## config.mk

```make
export PLATFORM = sky130hd
export DESIGN_NAME = key_onehot_debounce
export DESIGN_NICKNAME = d
export VERILOG_FILES = /design/src/rtl/key_pkg.sv /design/src/rtl/debounce_line.sv /design/src/rtl/key_onehot_debounce.sv
export SDC_FILE = /design/constraint.sdc
export NUM_CORES = 1
export LEC_CHECK = 0
export BUFFER_PORTS_ARGS = -buffer_cell sky130_fd_sc_hd__buf_2
export CAP_MARGIN = 20
export CORE_ASPECT_RATIO = 0.75
export CORE_MARGIN = 2
export CORE_UTILIZATION = 24
export CTS_CLUSTER_DIAMETER = 50
export CTS_CLUSTER_SIZE = 8
export DETAILED_ROUTE_END_ITERATION = 7
export PLACE_DENSITY = 0.35
export SETUP_SLACK_MARGIN = 0.02
export SKIP_LAST_GASP = 1
export SLEW_MARGIN = 30
export SYNTH_ARGS = -nofsm -noshare
export SYNTH_HDL_FRONTEND = slang
export SYNTH_SLANG_ARGS = --single-unit
```

## constraint.sdc

```tcl
create_clock -name clk -period 3.19 [get_ports clk]
set_input_delay 0.4785 -clock clk [delete_from_list [all_inputs] [get_ports clk]]
set_output_delay 0.4785 -clock clk [all_outputs]
set_load 0.01 [all_outputs]
```

## src/rtl/key_pkg.sv

```systemverilog
// Shared types and constants for the key debounce / one-hot event front end.
package key_pkg;

    localparam int KEY_N            = 8;
    localparam int DEBOUNCE_DEFAULT = 16;

    typedef enum logic {
        IDLE = 1'b0,
        HOLD = 1'b1
    } state_t;

    // Isolates the lowest set bit; zero in gives zero out.
    function automatic logic [KEY_N-1:0] lowest_bit(input logic [KEY_N-1:0] v);
        return v & (~v + KEY_N'(1));
    endfunction

endpackage

```

## src/rtl/debounce_line.sv

```systemverilog
// One key line: two-flop synchroniser, stability counter, debounced state and
// a single-cycle pulse on the edge where the debounced state rises.
module debounce_line #(
    parameter  int DEBOUNCE_CYCLES = 16,
    localparam int CNT_W           = $clog2(DEBOUNCE_CYCLES + 1)
) (
    input  logic clk,
    input  logic rst,
    input  logic key,
    output logic rise
);

    logic             s1;
    logic             s2;
    logic             db;
    logic [CNT_W-1:0] cnt;
    logic             settled;

    // True on the edge that completes the run of differing samples.
    assign settled = (s2 != db) && (cnt == CNT_W'(DEBOUNCE_CYCLES - 1));
    assign rise    = settled & s2;

    always_ff @(posedge clk) begin
        if (rst) begin
            s1  <= 1'b0;
            s2  <= 1'b0;
            db  <= 1'b0;
            cnt <= '0;
        end else begin
            s1 <= key;
            s2 <= s1;
            if (s2 == db) begin
                cnt <= '0;
            end else if (settled) begin
                db  <= s2;
                cnt <= '0;
            end else begin
                cnt <= cnt + CNT_W'(1);
            end
        end
    end

endmodule

```

## src/rtl/key_onehot_debounce.sv

```systemverilog
// Debounces eight raw key lines and issues press events one at a time as a
// one-hot word over valid/ready, lowest index first.
module key_onehot_debounce
    import key_pkg::*;
#(
    parameter  int DEBOUNCE_CYCLES = DEBOUNCE_DEFAULT,
    localparam int CNT_W           = $clog2(DEBOUNCE_CYCLES + 1)
) (
    input  logic             clk,
    input  logic             rst,
    input  logic [KEY_N-1:0] key_raw,
    output logic [KEY_N-1:0] onehot_out,
    output logic             valid,
    input  logic             ready,
    output logic [KEY_N-1:0] pending,
    output logic             dropped
);

    logic [KEY_N-1:0] rise;
    logic [KEY_N-1:0] pick;
    logic [KEY_N-1:0] clr;
    logic [KEY_N-1:0] pending_nxt;
    logic [KEY_N-1:0] onehot_nxt;
    logic             valid_nxt;
    logic             dropped_nxt;
    state_t           state;
    state_t           state_nxt;

    for (genvar i = 0; i < KEY_N; i++) begin : g_line
        debounce_line #(
            .DEBOUNCE_CYCLES(DEBOUNCE_CYCLES)
        ) u_line (
            .clk (clk),
            .rst (rst),
            .key (key_raw[i]),
            .rise(rise[i])
        );
    end

    assign pick = lowest_bit(pending);

    always_comb begin
        state_nxt   = state;
        onehot_nxt  = onehot_out;
        valid_nxt   = valid;
        clr         = '0;
        case (state)
            IDLE: begin
                if (pending != '0) begin
                    onehot_nxt = pick;
                    valid_nxt  = 1'b1;
                    clr        = pick;
                    state_nxt  = HOLD;
                end
            end
            HOLD: begin
                if (ready) begin
                    onehot_nxt = '0;
                    valid_nxt  = 1'b0;
                    state_nxt  = IDLE;
                end
            end
            default: state_nxt = IDLE;
        endcase
        // A fresh rise outranks the clear, so a re-press during issue survives.
        pending_nxt = (pending & ~clr) | rise;
        dropped_nxt = |(rise & pending & ~clr);
    end

    always_ff @(posedge clk) begin
        if (rst) begin
            state      <= IDLE;
            onehot_out <= '0;
            valid      <= 1'b0;
            pending    <= '0;
            dropped    <= 1'b0;
        end else begin
            state      <= state_nxt;
            onehot_out <= onehot_nxt;
            valid      <= valid_nxt;
            pending    <= pending_nxt;
            dropped    <= dropped_nxt;
        end
    end

endmodule
```

==> impl_results.md <==
* Status: complete, no violations
* CP max stage delay at roughly 0.63 ns
* Slew headroom at 48.6%
* Max rail drop VDD at 0.257 mV
* Area grow syn2layout at 18.7%
* Antenna Cells at 0
* Routed WL at 5800 um
* Post-Syn Area per Cell at 9.84 um^2
* Critical path fanouts, max at 14
* Post-CTS Repair Setup Buffers at 0
* Commonest non-fill, non-tap cell in the layout: dfxtp_1
* CTS tree: done
* Clock Pin Slew Worst Setup and Hold Paths at about 0.060 ns
* Slowest CP cell: or4_4
* Final net count at 379
* Hold_buf cts at 0
* Finished Cell Area at between 3000 and 4000 um^2
* Largest net degree at the start of global routing at 43
* R2r setup slk at 1.41 ns
* Worst Skew at 0.00652 ns
* WS Path Type: flip-flop to flip-flop
* Worst R2R End: dropped$_SDFF_PP0_
* CP arrival at 1.96 ns
* CORE AREA at 12900 um^2
* Delay-heaviest family, CP: simple AND/OR/NAND/NOR gates
* Placed cells at 512
* Chip height at 103 um
* Setup TNS at 0 ns
* Worst skew pair latency at 0.33 ns
* Wl on met1 at 3190 um
* Total global routing overflow at 0
* Post-synthesis register bit count at 83
* Synthesized area at 3140 um^2
* Initial DRC Count at 51
* Final Critical Period at around 1.8 ns
* Worst-Margin Slew at 0.772 ns
* Max Fclk at 563 MHz
* Root buf cell: clkbuf_16
* Worst Path Buf+Inv at 0
* FFs w/ async S/R, synth at 0%
* Avg WL per Cell at 11.0 um
* DR DRC count at 0
* Post-route ant nets at 0
* Syn. warnings at 0
* Mapped Cells at 319
* Initial antenna violation count at 0
* Synth cell types at 38
* Resized cells post-CTS at 0
* Vias at roughly 2.1k
* Critical path endpoint: dropped$_SDFF_PP0_
* Clk sinks at 83
* Met3 routed WL at around 260 um
* Worst path depth at 4
* Reg-to-Reg Start: state$_SDFF_PP0_
* Post-synth top flop: dfxtp_1
* Die Wd at 136 um
* Max Root-Sink Buffers at 2
* Net count after synthesis at 346
* Post-DP Area at 3460 um^2
* Die footprint at 14000 um^2
* HP Start: key_raw[2]
* P_leak at 1.41 nW
* Fin util at 28.9%
* Post-DP HPWL at ~4000 um
* RSZ-0062 raised after global routing: false
* Most frequent cells in the layout: 83 x dfxtp_1, 56 x nor2_1, 28 x buf_2
* Num CTS Buffers at 9
* Ratio of cells with drive above 1 in the final layout at 14.3%
* IO buf count at 28
* Post-Layout Cell Count at 528
* GPL Wtd Cong at 0.657
* Initial Utilization at 24.4%
* # rows at 36
* Total GRT Usage at 9.09%
* WL met2 at 2260 um
* Sequential share of the synthesized area at a little over half
* Place WS at 1.40 ns
* Worst hold path class: primary input to flip-flop
* Vias in the first global route at 2001
* Post-synth EDFFs at 0
* Critical Path, Cell by Cell: or4_4 > o41ai_2 > o22a_1 > a31oi_1
* CP Launch Type: flip-flop
* Hold Fails Final Rpt at 0
* Vias per cell at approximately 4.0
* Slew Viols, Final at 0
* Reg2Reg Depth at 4
* Tot Pwr at 2.04 mW
* Max layer used: met4
* Crit end category: flip-flop
* Pwr dens at 547 nW/um^2
* TritonRoute pass-1 iters at 4
* Global-route wire length before repair at 9810 um
* Hold slack final at 0.348 ns
* Io pins at 29
* Max-cap violation count at 0
* H-Tree Level Count at 3
* Crit. Startpoint: state$_SDFF_PP0_
* Setup violators final at 0
* Critical path data required time at 3.37 ns
* Final Cycle Share at 55.7%
* Final setup margin at 1.41 ns
-- worst min-delay path by stage --
| stage | to | depth (start not counted) | slack, ns |
|---|---|---|---|
| 4_1_cts | g_line[2].u_line.s1$_SDFF_PP0_ | 2 | 0.33 |
| 3_5_place_dp | g_line[5].u_line.s2$_SDFF_PP0_ | 1 | 0.43 |
| 5_1_grt | g_line[2].u_line.s1$_SDFF_PP0_ | 2 | 0.35 |
| 2_1_floorplan | g_line[0].u_line.s2$_SDFF_PP0_ | 1 | 0.41 |
| 3_3_place_gp | g_line[5].u_line.s2$_SDFF_PP0_ | 1 | 0.43 |
| 6_report | g_line[2].u_line.s1$_SDFF_PP0_ | 2 | 0.35 |
-- Yosys cell counts, types with 3 or more instances --
master / count / share of area (%)
a21oi_1: 13 / 2.1
a22oi_1: 4 / 0.96
and3_1: 9 / 1.8
buf_4: 3 / 0.72
clkbuf_1: 3 / 0.36
dfxtp_1: 83 / 53
ha_1: 16 / 6.4
inv_1: 19 / 2.3
mux2i_1: 5 / 1.6
nand2_1: 9 / 1.1
nand2b_1: 3 / 0.60
nand3_1: 11 / 1.8
nand3b_1: 5 / 1.2
nor2_1: 56 / 6.7
nor2b_1: 18 / 3.6
nor3_1: 6 / 0.96
or3_1: 9 / 1.8
or4_4: 3 / 1.1
xnor2_1: 16 / 4.5
xor2_1: 8 / 2.2
-- per-layer routing --
metal  track usage (%)  up-vias
met5                 0        -
met4              3.61        0
met3              3.49        8
met2              12.8       26
met1              12.4      964
li1                  -     1132
-- report_power, final --
| group | switching [mW] | leakage (nW) | internal [mW] |
|---|---|---|---|
| clock | 0.420 | 0.128 | 0.527 |
| combinational | 0.0200 | 0.612 | 0.0155 |
| sequential | 0.00665 | 0.672 | 1.05 |
-- cell families (layout without fill, tap and decap cells) --
| group | count (synthesis) | count (layout) | synth area share [%] |
|---|---|---|---|
| flip-flops | 83 | 83 | 52.9 |
| AO/OA/AOI/OAI | 31 | 31 | 6.90 |
| buffers and inverters | 26 | 64 | 3.71 |
| AND/OR/NAND/NOR | 134 | 134 | 21.8 |
| adder cells (fa/ha/maj) | 16 | 16 | 6.38 |
| multiplexers | 5 | 5 | 1.59 |
| XOR/XNOR | 24 | 24 | 6.70 |
-- sequential cells by signal (all words and copies together), names as in the netlist --
signal / count
pending: 8
dropped: 1
g_line.u_line.db: 8
g_line.u_line.s2: 8
valid: 1
state: 1
g_line.u_line.cnt: 40
onehot_out: 8
g_line.u_line.s1: 8
-- cell type report --
type                            count  area [um^2]
Fill cell                        1415         9160
Sequential cell                    83         1660
Multi-Input combinational cell    210         1360
Clock buffer                       10          229
Tap cell                          171          214
Timing Repair Buffer               29          148
Inverter                           19         71.3
Clock inverter                      6         42.5
Power figures use the tool's default switching activity.
